### config.mk
export PLATFORM = sky130hd
export DESIGN_NAME = voice_mixer
export DESIGN_NICKNAME = d
export VERILOG_FILES = /design/src/rtl/voice_mixer_pkg.sv /design/src/rtl/voice_gain_ramp.sv /design/src/rtl/voice_mixer.sv
export SDC_FILE = /design/constraint.sdc
export NUM_CORES = 2
export LEC_CHECK = 0
export BUFFER_PORTS_ARGS = -buffer_cell sky130_fd_sc_hd__buf_4
export CAP_MARGIN = 20
export CORE_UTILIZATION = 64
export DETAILED_ROUTE_END_ITERATION = 16
export PLACE_DENSITY = 0.88
export SKIP_CTS_REPAIR_TIMING = 1
export SLEW_MARGIN = 5
export SYNTH_ARGS = -nofsm -noshare
export SYNTH_HDL_FRONTEND = slang
export SYNTH_SLANG_ARGS = --single-unit
export TNS_END_PERCENT = 10
### constraint.sdc
create_clock -name clk -period 40.8 [get_ports clk]
set_clock_uncertainty 0.2 [all_clocks]
set_input_delay 6.12 -clock clk [delete_from_list [all_inputs] [get_ports clk]]
set_output_delay 6.12 -clock clk [all_outputs]
set_load 0.1 [all_outputs]
### src/rtl/voice_mixer_pkg.sv
// Shared types, constants and helpers for the voice mixer.
// The VOICE_RAMP_EN macro (see voice_mixer.sv) enables per-voice gain slewing.
package voice_mixer_pkg;

  localparam int unsigned NUM_VOICES = 8;
  localparam int unsigned FRAC_BITS  = 20;
  localparam int unsigned PHASE_W    = 40;
  localparam int unsigned Q20_W      = 32;
  localparam int unsigned SAMPLE_W   = 16;
  localparam int unsigned ACC_W      = 17;
  localparam int unsigned VIDX_W     = 3;

  localparam int unsigned DEF_SAMPLE_RATE = 48000;
  localparam int unsigned DEF_VOICE_AMP   = 4095;
  localparam int unsigned DEF_RAMP_STEP   = 1 << 12;

  typedef logic signed [SAMPLE_W-1:0] sample_t;
  typedef logic        [PHASE_W-1:0]  phase_t;
  typedef logic        [Q20_W-1:0]    q20_t;
  typedef logic signed [ACC_W-1:0]    acc_t;

  typedef enum logic [1:0] {IDLE, ACCUM, OUTPUT} state_t;

  localparam q20_t UNITY = Q20_W'(1) << FRAC_BITS;

  // Saturate the 17-bit accumulator into the 16-bit output range.
  function automatic sample_t sat16(input acc_t a);
    if (a > 17'sd32767)       return 16'sh7fff;
    else if (a < -17'sd32768) return 16'sh8000;
    else                      return SAMPLE_W'(a);
  endfunction

  // Clamp a signed Q.20 volume into [0, unity].
  function automatic q20_t clamp_gain(input q20_t v);
    if (v[Q20_W-1])     return '0;
    else if (v > UNITY) return UNITY;
    else                return v;
  endfunction

endpackage

### src/rtl/voice_gain_ramp.sv
// Per-voice gain slew: moves toward the target by at most RAMP_STEP per accepted sample tick.
module voice_gain_ramp
  import voice_mixer_pkg::*;
#(
  parameter int unsigned RAMP_STEP = DEF_RAMP_STEP
) (
  input  logic clk,
  input  logic reset,
  input  logic step,
  input  q20_t target,
  output q20_t gain
);

  localparam q20_t STEP = Q20_W'(RAMP_STEP);

  // Linear attack/release toward the clamped volume.
  always_ff @(posedge clk) begin
    if (reset) begin
      gain <= '0;
    end else if (step) begin
      if (gain < target) begin
        gain <= ((target - gain) > STEP) ? gain + STEP : target;
      end else if (gain > target) begin
        gain <= ((gain - target) > STEP) ? gain - STEP : target;
      end
    end
  end

endmodule

### src/rtl/voice_mixer.sv
// Time-multiplexed 8-voice square-wave mixer producing one signed 16-bit sample per tick.
// Optional macro VOICE_RAMP_EN: ramped per-voice gain instead of the raw snapshot volume.
module voice_mixer
  import voice_mixer_pkg::*;
#(
  parameter int unsigned SAMPLE_RATE = DEF_SAMPLE_RATE,
  parameter int unsigned VOICE_AMP   = DEF_VOICE_AMP
`ifdef VOICE_RAMP_EN
  , parameter int unsigned RAMP_STEP = DEF_RAMP_STEP
`endif
) (
  input  logic               clk,
  input  logic               reset,
  input  logic               sample_tick,
  input  logic [31:0]        frequencies   [NUM_VOICES-1:0],
  input  logic [31:0]        voice_volumes [NUM_VOICES-1:0],
  output logic signed [15:0] sample_out,
  output logic               sample_valid,
  output logic               busy,
  output logic               overrun
);

  localparam phase_t PERIOD = PHASE_W'(SAMPLE_RATE) << FRAC_BITS;
  localparam phase_t HALF   = PERIOD >> 1;
  localparam int unsigned PROD_W = PHASE_W + 8;

  state_t              state;
  logic [VIDX_W-1:0]   v;
  acc_t                acc;
  q20_t                freq_snap [NUM_VOICES];
  phase_t              phase     [NUM_VOICES];
  q20_t                cur_gain;

  logic                accept_c;
  logic                silent_c;
  logic [PROD_W-1:0]   prod_c;
  acc_t                amp_c;
  acc_t                contrib_c;
  phase_t              phase_sum_c;
  phase_t              phase_nxt_c;

  assign accept_c = (state == IDLE) && sample_tick;

`ifdef VOICE_RAMP_EN
  q20_t gains [NUM_VOICES];

  for (genvar gi = 0; gi < NUM_VOICES; gi++) begin : g_ramp
    voice_gain_ramp #(.RAMP_STEP(RAMP_STEP)) u_ramp (
      .clk    (clk),
      .reset  (reset),
      .step   (accept_c),
      .target (clamp_gain(voice_volumes[gi])),
      .gain   (gains[gi])
    );
  end

  assign cur_gain = gains[v];
`else
  q20_t vol_snap [NUM_VOICES];

  assign cur_gain = vol_snap[v];
`endif

  // Per-voice datapath for the voice currently selected by v.
  always_comb begin
    silent_c    = 1'b0;
    prod_c      = '0;
    amp_c       = '0;
    contrib_c   = '0;
    phase_sum_c = '0;
    phase_nxt_c = '0;

    silent_c    = (freq_snap[v] == '0) || (PHASE_W'(freq_snap[v]) >= HALF);
    prod_c      = PROD_W'(VOICE_AMP) * PROD_W'(cur_gain);
    amp_c       = ACC_W'(prod_c >> FRAC_BITS);
    phase_sum_c = phase[v] + PHASE_W'(freq_snap[v]);

    if (!silent_c) begin
      contrib_c   = (phase[v] < HALF) ? amp_c : -amp_c;
      phase_nxt_c = (phase_sum_c >= PERIOD) ? phase_sum_c - PERIOD : phase_sum_c;
    end
  end

  // Mix sequencer: snapshot on tick, accumulate one voice per clock, then publish.
  always_ff @(posedge clk) begin
    if (reset) begin
      state        <= IDLE;
      v            <= '0;
      acc          <= '0;
      sample_out   <= '0;
      sample_valid <= 1'b0;
      busy         <= 1'b0;
      overrun      <= 1'b0;
      for (int i = 0; i < NUM_VOICES; i++) begin
        phase[i]     <= '0;
        freq_snap[i] <= '0;
`ifndef VOICE_RAMP_EN
        vol_snap[i]  <= '0;
`endif
      end
    end else begin
      sample_valid <= 1'b0;
      if (sample_tick && (state != IDLE)) overrun <= 1'b1;

      case (state)
        IDLE: begin
          if (sample_tick) begin
            for (int i = 0; i < NUM_VOICES; i++) begin
              freq_snap[i] <= frequencies[i];
`ifndef VOICE_RAMP_EN
              vol_snap[i]  <= clamp_gain(voice_volumes[i]);
`endif
            end
            acc   <= '0;
            v     <= '0;
            busy  <= 1'b1;
            state <= ACCUM;
          end
        end
        ACCUM: begin
          acc      <= acc + contrib_c;
          phase[v] <= phase_nxt_c;
          v        <= v + VIDX_W'(1);
          if (v == VIDX_W'(NUM_VOICES - 1)) state <= OUTPUT;
        end
        OUTPUT: begin
          sample_out   <= sat16(acc);
          sample_valid <= 1'b1;
          busy         <= 1'b0;
          state        <= IDLE;
        end
        default: state <= IDLE;
      endcase
    end
  end

endmodule

==> results_tabular.tex <==
\begin{tabular}{lr}
\hline
Metric & Value \\
\hline
\multicolumn{2}{l}{\textbf{Die}} \\
\quad Placement row count & 99 \\
\quad Effective utilization at floorplan & 0.651 \\
\quad Floorplan die width & 275 um \\
\quad I/O pin count & 534 \\
\quad Core outline area & 73500 um2 \\
\quad Die area & 75800 um2 \\
\quad Chip height & 275 um \\
\multicolumn{2}{l}{\textbf{Logic synthesis}} \\
\quad Number of enable-type register cells in the synthesized netlist & 824 \\
\quad \#FFs+latches synth & 868 \\
\quad Post-synthesis cell count & 3561 \\
\quad Count of yosys warnings during synthesis & 0 \\
\quad Most numerous cell types in the synthesized netlist & sky130\_fd\_sc\_hd\_\_edfxtp\_1, sky130\_fd\_sc\_hd\_\_nor2\_1, sky130\_fd\_sc\_hd\_\_and2\_1 \\
\quad Share of the yosys chip area belonging to registers & 0.536 \\
\quad Most used flip-flop cell after synthesis & sky130\_fd\_sc\_hd\_\_edfxtp\_1 \\
\quad Synth top area share & 0.518 \\
\quad Synthesized area divided by synthesized cell count & 13.4 um2 \\
\quad Biggest area consumer among synthesized cells & sky130\_fd\_sc\_hd\_\_edfxtp\_1 \\
\quad Unique cell type count in the Yosys netlist & 93 \\
\quad Most instantiated library cell after synthesis & sky130\_fd\_sc\_hd\_\_edfxtp\_1 \\
\quad Share of synthesized registers carrying an async set or reset & 0 \\
\quad Post-synth design cell area & 47800 um2 \\
\quad Top area cells in the synthesized netlist & sky130\_fd\_sc\_hd\_\_edfxtp\_1, sky130\_fd\_sc\_hd\_\_mux4\_2, sky130\_fd\_sc\_hd\_\_fa\_1, sky130\_fd\_sc\_hd\_\_and2\_1, sky130\_fd\_sc\_hd\_\_nor2\_1 \\
\multicolumn{2}{l}{\textbf{STA}} \\
\quad Final Hold Fails & 0 \\
\quad Highest attainable clock frequency & 0.0895 GHz \\
\quad RSZ-0062 raised after global routing & no \\
\quad Slew Limit Fails & 0 \\
\quad Final critical-path required period & 11.17 ns \\
\quad Setup-failing EPs final & 0 \\
\quad Final period util & 0.274 \\
\quad Setup TNS & 0 ns \\
\quad Relative slew slack & 0.275 \\
\quad Slew of the pin with the lowest slew margin & 1.09 ns \\
\multicolumn{2}{l}{\textbf{Outcome}} \\
\quad Status & finished, final reports clean \\
\multicolumn{2}{l}{\textbf{Routing}} \\
\quad Total wirelength of the detailed-routed design & 131000 um \\
\quad ANT nets after route & 0 \\
\quad DRT met1 WL & 48800 um \\
\quad Detailed router's first-iteration violation count & 3878 \\
\quad Met2 routed wirelength & 63600 um \\
\quad Ratio of routed vias to standard cells & 6.28 \\
\quad Max layer used & met5 \\
\quad WL met3 & 13600 um \\
\quad Number of DRC violations after detailed routing & 0 \\
\quad Avg WL per Cell & 25.4 um \\
\quad Initial DRT Pass Iterations & 6 \\
\quad Via Count & 32400 \\
\multicolumn{2}{l}{\textbf{Clock network}} \\
\quad TritonCTS buffer count & 87 \\
\quad Maximum level of the CTS H-tree & 3 \\
\quad Clock latency on the worst-skew pair & 0.67 ns \\
\quad Clock-pin slew of the registers on the worst-case setup and hold paths & 0.06 ns \\
\quad Clock sink total & 868 \\
\quad Clock tree from TritonCTS & done \\
\quad Maximum root-to-sink buffer count & 3 \\
\quad Clock Root Buffer & sky130\_fd\_sc\_hd\_\_clkbuf\_16 \\
\multicolumn{2}{l}{\textbf{GRT}} \\
\quad Sum of overflow across all layers after global routing & 0 \\
\quad Maximum number of pins on one net before global-route repair & 185 \\
\quad Antenna violations before repair & 4 \\
\quad Total Routing Usage GR & 0.352 \\
\quad First-pass GRT wire length & 196000 um \\
\quad Via count of the first global-routing pass & 33200 \\
\multicolumn{2}{l}{\textbf{Critical path}} \\
\quad Critical Path Sink Type & flop \\
\quad Minimum setup slack among reg-to-reg paths & 29.63 ns \\
\quad Cell type of the slowest stage on the worst timing path & sky130\_fd\_sc\_hd\_\_dfxtp\_4 \\
\quad Destination of the worst register-to-register timing path & acc[16] \\
\quad Critical path launch point type & flop \\
\quad WP data arrival & 11.50 ns \\
\quad Number of cell instances on the worst register-to-register path & 34 \\
\quad Crit Path Category & reg -> reg \\
\quad Crit path largest cell delay & 0.80 ns \\
\quad Data required, critical path & 41.13 ns \\
\quad Largest driver fanout on the critical path & 42 \\
\quad Cell seen most often among critical-path stages & sky130\_fd\_sc\_hd\_\_fa\_1 \\
\multicolumn{2}{l}{\textbf{Hold path}} \\
\quad Hold-critical path endpoint & sample\_out[15] \\
\quad Number of cells on the worst hold path & 2 \\
\quad Hold path start & sample\_out[15] \\
\quad Hold/Removal Path Class & reg -> reg \\
\multicolumn{2}{l}{\textbf{Placement}} \\
\quad Port buffer count & 533 \\
\quad Global placement routability congestion & 1.01 \\
\quad Estimated wirelength of the detail-placed design & 90900 um \\
\multicolumn{2}{l}{\textbf{Layout}} \\
\quad P\&R area growth vs syn & 16.8\% \\
\quad Filler Cells Inserted & 4308 \\
\quad Share of post-route cells with drive strength above 1 & 0.249 \\
\quad Final layout net count & 4943 \\
\multicolumn{2}{l}{\textbf{Run}} \\
\quad Number of maximum-capacitance violations & 0 \\
\hline
\end{tabular}
## logic make-up after synthesis
| kind of cell | count (synthesis) | synth area share |
|---|---|---|
| buffers and inverters | 403 | 0.0331 |
| multiplexers | 315 | 0.122 |
| AO/OA/AOI/OAI | 376 | 0.0529 |
| other | 1 | 0.0000785 |
| flip-flops | 868 | 0.536 |
| adder cells (fa/ha/maj) | 294 | 0.108 |
| XOR/XNOR | 85 | 0.0159 |
| AND/OR/NAND/NOR | 1219 | 0.132 |
## cells in the final DEF (no fill, tap or decap), types with 19 or more instances in the layout
cell	n
sky130_fd_sc_hd__xnor2_1	47
sky130_fd_sc_hd__a21oi_1	112
sky130_fd_sc_hd__clkbuf_16	88
sky130_fd_sc_hd__o21ai_0	71
sky130_fd_sc_hd__a21o_1	43
sky130_fd_sc_hd__inv_1	229
sky130_fd_sc_hd__and3_1	19
sky130_fd_sc_hd__clkbuf_1	26
sky130_fd_sc_hd__conb_1	80
sky130_fd_sc_hd__xor2_1	36
sky130_fd_sc_hd__and2_1	368
sky130_fd_sc_hd__mux2_2	83
sky130_fd_sc_hd__nor2b_1	71
sky130_fd_sc_hd__edfxtp_1	824
sky130_fd_sc_hd__mux2i_1	24
sky130_fd_sc_hd__nor2_1	427
sky130_fd_sc_hd__nor3_1	42
sky130_fd_sc_hd__nand3_1	40
sky130_fd_sc_hd__nor4_1	69
sky130_fd_sc_hd__mux4_2	206
sky130_fd_sc_hd__ha_1	99
sky130_fd_sc_hd__buf_4	575
sky130_fd_sc_hd__fa_1	195
sky130_fd_sc_hd__dfxtp_1	41
sky130_fd_sc_hd__nand2_1	96
## critical path, delay by kind of cell (launching register included)
| kind | cells | cell delay [ns] |
|---|---|---|
| AND/OR/NAND/NOR | 8 | 1.78 |
| flip-flops | 1 | 0.80 |
| XOR/XNOR | 2 | 0.50 |
| buffers and inverters | 4 | 0.92 |
| adder cells (fa/ha/maj) | 7 | 3.39 |
| AO/OA/AOI/OAI | 11 | 2.20 |
| multiplexers | 2 | 1.22 |
## state kept, by name, indices dropped and copies added (netlist names), named ones only
signal / count
phase: 320
freq_snap: 256
vol_snap: 248
acc: 17
sample_out: 16
v: 3
state: 2
busy: 1
overrun: 1
sample_valid: 1
## worst max-delay path by stage
stage | start | end | slack (ns) | cells after the start
2_1_floorplan | reset | freq_snap[0][0] | 20.72 | 4
3_3_place_gp | flop | acc[16] | 29.88 | 36
3_5_place_dp | flop | acc[16] | 29.66 | 34
4_1_cts | flop | acc[16] | 29.61 | 34
5_1_grt | flop | acc[16] | 28.72 | 37
6_report | flop | acc[16] | 29.63 | 34
## routing by layer
| metal | vias to the layer above | track usage |
|---|---|---|
| met5 | - | 0 |
| met3 | 344 | 0.0752 |
| met1 | 16000 | 0.472 |
| li1 | 14000 | - |
| met4 | 2 | 0.132 |
| met2 | 2068 | 0.572 |
## per-stage QoR
stage / cell area [um2] / utilization / setup slack [ns] / hold WS, ns / instances
floorplan: 48100 / - / 20.72 / 0.269 / 3640
global placement: 53000 / 0.722 / 29.88 / 0.243 / 5002
detailed placement: 53000 / 0.722 / 29.66 / 0.253 / 5002
CTS: 55800 / 0.760 / 29.61 / 0.261 / 5160
global route: 55800 / 0.760 / 28.72 / 0.296 / 5163
finish: 55800 / 0.760 / 29.63 / 0.259 / 5164
## final cells by class
cell class	instances	area, um2	share of cell area
clock inverters	44	475	0.00852
flip-flops and latches	868	25600	0.459
multi-input cells	2369	21000	0.376
clock buffers	114	2300	0.0412
inverters	229	860	0.0154
repair buffers	579	4390	0.0786
well taps	959	1200	0.0215
diodes	2	5.00	0.0000896
Power is not shown: default switching activity piles up to over one toggle a cycle in this logic, so the estimate is an artifact.
